`config.mk`:
```
export PLATFORM = sky130hd
export DESIGN_NAME = opendap_ap_mux
export DESIGN_NICKNAME = d
export VERILOG_FILES = /design/src/rtl/opendap_ap_pkg.sv /design/src/rtl/opendap_onehot_rdmux.sv /design/src/rtl/opendap_ap_mux.sv
export SDC_FILE = /design/constraint.sdc
export NUM_CORES = 1
export LEC_CHECK = 0
export BUFFER_PORTS_ARGS = -buffer_cell sky130_fd_sc_hd__buf_2
export CORE_MARGIN = 3
export CORE_UTILIZATION = 51
export CTS_CLUSTER_DIAMETER = 60
export DETAILED_ROUTE_END_ITERATION = 8
export PLACE_DENSITY = 0.93
export SYNTH_ARGS = -nofsm -noshare
export SYNTH_HDL_FRONTEND = slang
export SYNTH_HIERARCHICAL = 1
export SYNTH_SLANG_ARGS = --single-unit
```
`constraint.sdc`:
```
create_clock -name swclk -period 3.57 [get_ports swclk]
set_input_delay 0.5355 -clock swclk [delete_from_list [all_inputs] [get_ports swclk]]
set_output_delay 0.5355 -clock swclk [all_outputs]
set_load 0.05 [all_outputs]
```
`src/rtl/opendap_ap_pkg.sv`:
```
// Shared types and sizes for the SW-DP access-port multiplexer.
package opendap_ap_pkg;

    localparam int AP_ADDR_W = 6;
    localparam int AP_DATA_W = 32;
    localparam int AP_SEL_W  = 8;
    localparam int N_AP_MAX  = 16;

    typedef enum logic [1:0] {
        ST_IDLE  = 2'd0,
        ST_ISSUE = 2'd1,
        ST_WAIT  = 2'd2
    } ap_state_e;

endpackage

```
`src/rtl/opendap_onehot_rdmux.sv`:
```
// Selects read data, ready and error of the addressed AP; zero when idx is
// outside the implemented range.
module opendap_onehot_rdmux
    import opendap_ap_pkg::*;
#(
    parameter int N_AP = 2
) (
    input  logic [AP_SEL_W-1:0]       idx,
    input  logic [AP_DATA_W*N_AP-1:0] dn_rdata,
    input  logic [N_AP-1:0]           dn_rdy,
    input  logic [N_AP-1:0]           dn_err,
    output logic [AP_DATA_W-1:0]      sel_rdata,
    output logic                      sel_rdy,
    output logic                      sel_err
);

    // Pick the single AP whose number matches idx.
    always_comb begin
        sel_rdata = '0;
        sel_rdy   = 1'b0;
        sel_err   = 1'b0;
        for (int k = 0; k < N_AP; k++) begin
            if (idx == AP_SEL_W'(k)) begin
                sel_rdata = dn_rdata[AP_DATA_W*k +: AP_DATA_W];
                sel_rdy   = dn_rdy[k];
                sel_err   = dn_err[k];
            end
        end
    end

endmodule

```
`src/rtl/opendap_ap_mux.sv`:
```
// Routes the SW-DP's single AP port to N_AP downstream access ports.
//
// state    | meaning
// ---------+---------------------------------------------------------------
// ST_IDLE  | no transfer in flight, up_rdy high, accepts a new strobe
// ST_ISSUE | one-cycle strobe to the selected AP (none if unimplemented)
// ST_WAIT  | waiting for dn_rdy of the selected AP; only abort escapes
module opendap_ap_mux
    import opendap_ap_pkg::*;
#(
    parameter int N_AP = 2
) (
    input  logic                      swclk,
    input  logic                      rst,
    input  logic [7:0]                up_sel,
    input  logic [5:0]                up_addr,
    input  logic [31:0]               up_wdata,
    input  logic                      up_wen,
    input  logic                      up_ren,
    input  logic                      up_abort,
    output logic [31:0]               up_rdata,
    output logic                      up_rdy,
    output logic                      up_err,
    output logic [5:0]                dn_addr,
    output logic [31:0]               dn_wdata,
    output logic [N_AP-1:0]           dn_wen,
    output logic [N_AP-1:0]           dn_ren,
    output logic [N_AP-1:0]           dn_abort,
    input  logic [32*N_AP-1:0]        dn_rdata,
    input  logic [N_AP-1:0]           dn_rdy,
    input  logic [N_AP-1:0]           dn_err
);

    localparam logic [AP_SEL_W-1:0] N_AP_SEL = AP_SEL_W'(N_AP);

    ap_state_e              state_q;
    logic [AP_SEL_W-1:0]    idx_q;
    logic                   dir_q;
    logic [AP_DATA_W-1:0]   rdata_q;
    logic                   err_q;

    logic                   idx_hit;
    logic                   issue_go;
    logic [AP_DATA_W-1:0]   sel_rdata;
    logic                   sel_rdy;
    logic                   sel_err;

    assign idx_hit  = (idx_q < N_AP_SEL);
    // Abort and reset both kill the strobe in the same cycle they appear.
    assign issue_go = (state_q == ST_ISSUE) && idx_hit && !up_abort && !rst;

    opendap_onehot_rdmux #(
        .N_AP (N_AP)
    ) u_rdmux (
        .idx       (idx_q),
        .dn_rdata  (dn_rdata),
        .dn_rdy    (dn_rdy),
        .dn_err    (dn_err),
        .sel_rdata (sel_rdata),
        .sel_rdy   (sel_rdy),
        .sel_err   (sel_err)
    );

    // Transfer sequencing, request capture and held response.
    always_ff @(posedge swclk) begin
        if (rst) begin
            state_q  <= ST_IDLE;
            idx_q    <= '0;
            dir_q    <= 1'b0;
            dn_addr  <= '0;
            dn_wdata <= '0;
            rdata_q  <= '0;
            err_q    <= 1'b0;
        end else if (up_abort) begin
            state_q <= ST_IDLE;
            err_q   <= 1'b0;
        end else begin
            case (state_q)
                ST_IDLE: begin
                    err_q <= 1'b0;
                    if (up_wen || up_ren) begin
                        idx_q    <= up_sel;
                        dir_q    <= up_wen;
                        dn_addr  <= up_addr;
                        dn_wdata <= up_wdata;
                        state_q  <= ST_ISSUE;
                    end
                end
                ST_ISSUE: begin
                    if (idx_hit) begin
                        state_q <= ST_WAIT;
                    end else begin
                        // Unimplemented AP: reads return zero, no error.
                        rdata_q <= '0;
                        err_q   <= 1'b0;
                        state_q <= ST_IDLE;
                    end
                end
                ST_WAIT: begin
                    if (sel_rdy) begin
                        if (!dir_q) begin
                            rdata_q <= sel_rdata;
                        end
                        err_q   <= sel_err;
                        state_q <= ST_IDLE;
                    end
                end
                default: state_q <= ST_IDLE;
            endcase
        end
    end

    // One-hot strobe to the selected AP during the issue cycle only.
    always_comb begin
        dn_wen = '0;
        dn_ren = '0;
        for (int k = 0; k < N_AP; k++) begin
            if (issue_go && (idx_q == AP_SEL_W'(k))) begin
                dn_wen[k] = dir_q;
                dn_ren[k] = !dir_q;
            end
        end
    end

    assign dn_abort = {N_AP{up_abort}};
    assign up_rdy   = rst || (state_q == ST_IDLE);
    assign up_err   = err_q && !rst;
    assign up_rdata = rdata_q;

endmodule
```
======== Word-level counts from Yosys, hierarchy flattened ========
Cells that the tools add are included.
word-level totals
  input port bits ......................... 119
  flip-flop bits (word level) ............. 82
  output and inout port bits .............. 78
operators by class
  reduce and logical (&&, ||, !) cells .... 20
  muxes and demuxes ....................... 21
  equality and inequality tests ........... 7
  bitwise gates (word level) .............. 1
  order comparisons ....................... 1
operator list
  kind                number
  $mux 32             5
  $pmux 32 s2         1
  $mux 1              10
  $eq 8x1->1 const B  1
  $logic_not 8->1     1
  $lt 8x2->1 const B  1
  $ne 2x2->1 const B  4
  $logic_and 1x1->1   6
  $mux 2              3
  $pmux 2 s3          1
  $reduce_and 3->1    2
  $reduce_and 5->1    1
  $logic_not 1->1     3
  $pmux 1 s3          1
  $reduce_bool 3->1   1
  $eq 2x1->1 const B  1
  $eq 2x2->1 const B  1
  $logic_not 2->1     1
  $logic_or 1x1->1    2
  $reduce_and 2->1    1
  $reduce_bool 2->1   1
  $reduce_or 2->1     1
  $not 1->1           1

======== Longest topological paths before layout ========
  depth in word-level cells ............... 6
  gate-level depth with buffers ........... 7

======== Hierarchy ========
The synthesis kept the hierarchy.
by module, submodules not included
  module                cells each  times used  area each (um2)  sequential area each (um2)
  opendap_ap_mux        365         1           3485.8           1641.6
  opendap_onehot_rdmux  82          1           785.8            0.0

======== Least setup slack after synthesis ========
No wires, ideal clock.
  path kind ............................... reg-to-output
  start point ............................. register idx_q[1]
  end point ............................... output port dn_ren[0]
  buffers on the path ..................... 0
  slack ................................... 0.712 ns
  cell stages (with the launch flop) ...... 4
  arrival time ............................ 2.322 ns
  cell sequence ........................... dfxtp_1 > nor4_2 > and4_1 > nor3b_1
on the way
  cells in the longest elaborated chain, start to end .. 6
  elaborated cells on any way between the ends .. 7
ends and longest elaborated chain
  what                            line                   RTL
  start, declared                 opendap_ap_mux.sv:37   logic [AP_SEL_W-1:0] idx_q;
  start signal, assigned          opendap_ap_mux.sv:82   idx_q <= up_sel;
  $lt 8x2->1                      opendap_ap_mux.sv:48   assign idx_hit = (idx_q < N_AP_SEL);
  $logic_and 1x1->1 (3 in a row)  opendap_ap_mux.sv:50   assign issue_go = (state_q == ST_ISSUE) && idx_hit && !up_abort && !rst;
  $logic_and 1x1->1 (*)           opendap_ap_mux.sv:118  if (issue_go && (idx_q == AP_SEL_W'(k))) begin
  $mux 1 (*)                      opendap_ap_mux.sv:118
  end, declared                   opendap_ap_mux.sv:27   output logic [N_AP-1:0] dn_ren,
Every way passes the cells marked *; elsewhere a longest branch is shown, timed or not.

======== Worst setup path in the final report ========
Ends and elaborated chain as after synthesis.

==> impl_metrics.prom <==
# TYPE chip_impl_metric gauge
chip_impl_info{name="layout.cells.most_common",value="sky130_fd_sc_hd__buf_2"} 1
chip_impl_metric{name="postCtsHoldBufs",unit=""} 0
chip_impl_metric{name="fill_cells",unit=""} 645
chip_impl_metric{name="gp_routability_congestion",unit=""} 0.886
chip_impl_metric{name="irDropWorstVdd",unit="V"} 0.000279
chip_impl_metric{name="final-setup-viol-count",unit=""} 0
chip_impl_metric{name="globalRouteOverflowTotal",unit=""} 0
chip_impl_metric{name="antenna_violations_before_repair",unit=""} 0
chip_impl_metric{name="finalWorstPathRequiredPeriod",unit="ns"} 2.82
chip_impl_metric{name="buffers_on_ports",unit=""} 196
chip_impl_metric{name="combinationalPowerShare",unit="%"} 22.4
chip_impl_metric{name="number_of_endpoints_with_negative_hold_slack_in_the_final_report",unit=""} 0
chip_impl_metric{name="worstMarginPinSlew",unit="ns"} 1.11
chip_impl_metric{name="grt_first_pass_wirelength",unit="microns"} 19700
chip_impl_metric{name="fraction_of_synthesis_flops_using_an_asynchronous_set_or_reset_pin",unit="%"} 0
chip_impl_metric{name="power_switching_share",unit="%"} 31.6
chip_impl_metric{name="die_height",unit="microns"} 97.5
chip_impl_info{name="timing.critical_path.to_type",value="output port"} 1
chip_impl_info{name="delay_heaviest_family_cp",value="simple AND/OR/NAND/NOR gates"} 1
chip_impl_metric{name="slew_headroom",unit="%"} 26.0
chip_impl_metric{name="syn2layout_area_growth",unit="%"} 25.5
chip_impl_metric{name="synth_area_per_cell",unit="sq um"} 9.56
chip_impl_info{name="critical_path.cell_chain",value="nor4_2 > and4_1 > nor3b_1 > buf_2"} 1
chip_impl_metric{name="internal_power",unit="W"} 0.00151
chip_impl_metric{name="vias_in_the_first_global_route",unit=""} 4026
chip_impl_metric{name="num_rows",unit=""} 32
chip_impl_metric{name="dieArea",unit="sq um"} 9510
chip_impl_metric{name="detailroute.via_count",unit=""} 4199
chip_impl_metric{name="multi_input_area",unit="sq um"} 2330
chip_impl_metric{name="final_nets",unit=""} 720
chip_impl_metric{name="cts_resized",unit=""} 0
chip_impl_metric{name="number_of_buffers_on_the_longest_clock_path",unit=""} 2
chip_impl_info{name="worstSetupPathType",value="reg -> out"} 1
chip_impl_info{name="crit_path_start_kind",value="flop"} 1
chip_impl_metric{name="ant_nets",unit=""} 0
chip_impl_metric{name="number_of_flip_flops_and_latches_in_the_synthesized_netlist",unit=""} 82
chip_impl_info{name="most_used_flip_flop_cell_after_synthesis",value="sky130_fd_sc_hd__dfxtp_1"} 1
chip_impl_metric{name="worst-r2r-setup-slack",unit="ns"} 0.78
chip_impl_metric{name="slew_viol_final",unit=""} 0
chip_impl_metric{name="drc_errors",unit=""} 0
chip_impl_metric{name="clock_latency",unit="ns"} 0.34
chip_impl_metric{name="via_per_inst",unit=""} 5.93
chip_impl_metric{name="syn_inst",unit=""} 447
chip_impl_metric{name="cts_made_buffers",unit=""} 9
chip_impl_metric{name="grt_start_max_net_pins",unit=""} 49
chip_impl_info{name="tritoncts",value="yes"} 1
chip_impl_metric{name="critPathArrivalTime",unit="ns"} 2.28
chip_impl_metric{name="cap_viol_max_count",unit=""} 0
chip_impl_metric{name="mappedNetlistNets",unit=""} 566
chip_impl_metric{name="dp_slack",unit="ns"} 0.791
chip_impl_info{name="slowest_library_cell_on_the_worst_path",value="sky130_fd_sc_hd__nor4_2"} 1
chip_impl_metric{name="layout-drive-gt1-share",unit="%"} 43.4
chip_impl_info{name="rsz0062_at_grt",value="no"} 1
chip_impl_metric{name="track_usage",unit="%"} 24.6
chip_impl_info{name="outcome",value="complete, no violations"} 1
chip_impl_metric{name="cts_htree_levels",unit=""} 3
chip_impl_metric{name="dp.final_hpwl",unit="microns"} 8380
chip_impl_metric{name="wl_per_cell",unit="microns"} 17.1
chip_impl_metric{name="power.density",unit="nW/um^2"} 413
chip_impl_info{name="leading_cell_types_in_the_layout_fill_and_taps_excluded",value="sky130_fd_sc_hd__buf_2 (196), sky130_fd_sc_hd__dfxtp_1 (81), sky130_fd_sc_hd__o31ai_1 (47), sky130_fd_sc_hd__a21oi_1 (47), sky130_fd_sc_hd__nand4_1 (46)"} 1
chip_impl_metric{name="initial_utilization",unit="%"} 53.9
chip_impl_metric{name="sequentialPowerShare",unit="%"} 43.8
chip_impl_metric{name="finalCritPeriodShare",unit="%"} 78.9
chip_impl_metric{name="syn-cell-area",unit="sq um"} 4270
chip_impl_metric{name="leakagePower",unit="nW"} 2.30
chip_impl_metric{name="critical_path_peak_fanout",unit=""} 5
chip_impl_metric{name="cp.required",unit="ns"} 3.03
chip_impl_metric{name="dpl.cell_count",unit=""} 692
chip_impl_metric{name="yosys_warnings",unit=""} 6
chip_impl_metric{name="seq_area_frac_synth",unit="%"} 38.4
chip_impl_metric{name="core_area",unit="sq um"} 7930
chip_impl_metric{name="finalNonFillerCells",unit=""} 708
chip_impl_metric{name="drt_iter0_drc",unit=""} 133
chip_impl_metric{name="setup_slack",unit="ns"} 0.752
chip_impl_metric{name="top_level_ports",unit=""} 197
chip_impl_metric{name="power.share.clock",unit="%"} 33.8
chip_impl_metric{name="seq_area",unit="sq um"} 1640
chip_impl_metric{name="cts_sinks",unit=""} 82
chip_impl_metric{name="clock.fmax",unit="GHz"} 0.355
chip_impl_info{name="worstHoldPathType",value="in -> reg"} 1
chip_impl_metric{name="postCtsSetupBuffers",unit=""} 0
chip_impl_metric{name="cts.reportedPaths.clkPinSlew",unit="ns"} 0.09
chip_impl_metric{name="synth_enable_flop_cells",unit=""} 0
chip_impl_metric{name="net-switching-power",unit="W"} 0.000700
chip_impl_metric{name="timing.critical_path.slowest_cell_delay",unit="ns"} 0.72
chip_impl_metric{name="detailedRoute.firstPassIterationCount",unit=""} 5
chip_impl_metric{name="timing.clock.skew",unit="ns"} 0.0100
chip_impl_metric{name="final_core_utilization",unit="%"} 67.6
chip_impl_info{name="cts_root_buf",value="sky130_fd_sc_hd__clkbuf_8"} 1
chip_impl_metric{name="ys_types",unit=""} 38
chip_impl_metric{name="die_x",unit="microns"} 97.5
chip_impl_metric{name="critical_path_buf_inv_count",unit=""} 1
chip_impl_metric{name="drt-total-wl",unit="microns"} 12100
chip_impl_metric{name="antenna_cells",unit=""} 0
chip_impl_metric{name="fin_tns_setup",unit="ns"} 0
[state kept, by name (all words and copies together) (netlist names)]
signal and flops:
dir_q 1, dn_addr 6, dn_wdata 32, err_q 1, idx_q 8, state_q 2
up_rdata 32
[Yosys cell counts (2+ instances only)]
cell type                   number  share of area [%]
sky130_fd_sc_hd__clkbuf_1       31                2.7
sky130_fd_sc_hd__buf_6           4                1.1
sky130_fd_sc_hd__mux2i_1        35                8.2
sky130_fd_sc_hd__a21oi_1        47                5.5
sky130_fd_sc_hd__o2bb2ai_1      30                6.2
sky130_fd_sc_hd__buf_4           2               0.35
sky130_fd_sc_hd__buf_1          10               0.88
sky130_fd_sc_hd__nand4_1        46                6.7
sky130_fd_sc_hd__nand2b_1       35                5.1
sky130_fd_sc_hd__buf_12          3                1.4
sky130_fd_sc_hd__nor2_1          3               0.26
sky130_fd_sc_hd__and3b_1         2               0.41
sky130_fd_sc_hd__nor3_2         30                7.0
sky130_fd_sc_hd__and3_1          2               0.29
sky130_fd_sc_hd__buf_2           9                1.1
sky130_fd_sc_hd__dfxtp_1        82                 38
sky130_fd_sc_hd__nor3b_1         2               0.35
sky130_fd_sc_hd__or2_2           2               0.29
sky130_fd_sc_hd__o31ai_1        47                8.3
sky130_fd_sc_hd__inv_1           2               0.18
sky130_fd_sc_hd__o2bb2ai_2       2               0.70
sky130_fd_sc_hd__nor3_1          5               0.59
[final cells by class]
class,instances,area share [%]
Multi-Input combinational cell,303,43.4
Clock inverter,7,1.89
Timing Repair Buffer,203,19.3
Inverter,2,0.140
Tap cell,102,2.38
Clock buffer,9,2.31
Sequential cell,82,30.6
[worst register-to-register path, cell delays in order (launching register included)]
cell,delay [ns]
sky130_fd_sc_hd__dfxtp_1,0.34
sky130_fd_sc_hd__or4_4,0.81
sky130_fd_sc_hd__nor3_1,0.44
sky130_fd_sc_hd__nand4bb_1,0.29
sky130_fd_sc_hd__a221oi_4,0.28
sky130_fd_sc_hd__buf_4,0.36
sky130_fd_sc_hd__o2bb2ai_1,0.19
[routing by layer]
metal,GRT usage (%),wire length (microns)
met5,0,0
met4,7.14,164
met3,7.25,1150
met2,40.4,5790
met1,31.2,5000
[cell families after synthesis]
family                 share of synthesized area [%]
AOI/OAI and AO/OA                               21.9
buffers and inverters                           7.76
muxes                                           8.20
and+or+nand+nor                                 23.7
DFF                                             38.4
[power groups by stage]
stage                     sequential [W]  clock, W  combinational [W]
after floorplan                  0.00108         0           0.000294
after global placement          0.000988         0           0.000484
after detailed placement        0.000990         0           0.000496
after CTS                       0.000969  0.000765           0.000496
after global routing            0.000973  0.000802           0.000533
final                           0.000969  0.000747           0.000496
[final timing paths]
kind,cells after the start,end,from
max,4,dn_ren[0],idx_q[1]
min,3,dn_wdata[15],up_wdata[15]
max reg2reg,6,up_rdata[3],idx_q[2]
min reg2reg,2,dn_wdata[15],dn_wdata[15]
[metrics by stage]
step | hold slack, ns | total power [W] | cell area, sq um
4_1_cts | 0.417 | 0.00223 | 5360
5_1_grt | 0.424 | 0.00231 | 5360
2_1_floorplan | 0.430 | 0.00137 | 4270
3_3_place_gp | 0.452 | 0.00147 | 5140
3_5_place_dp | 0.459 | 0.00149 | 5140
6_report | 0.433 | 0.00221 | 5360
(Power assumes the default switching activity.)
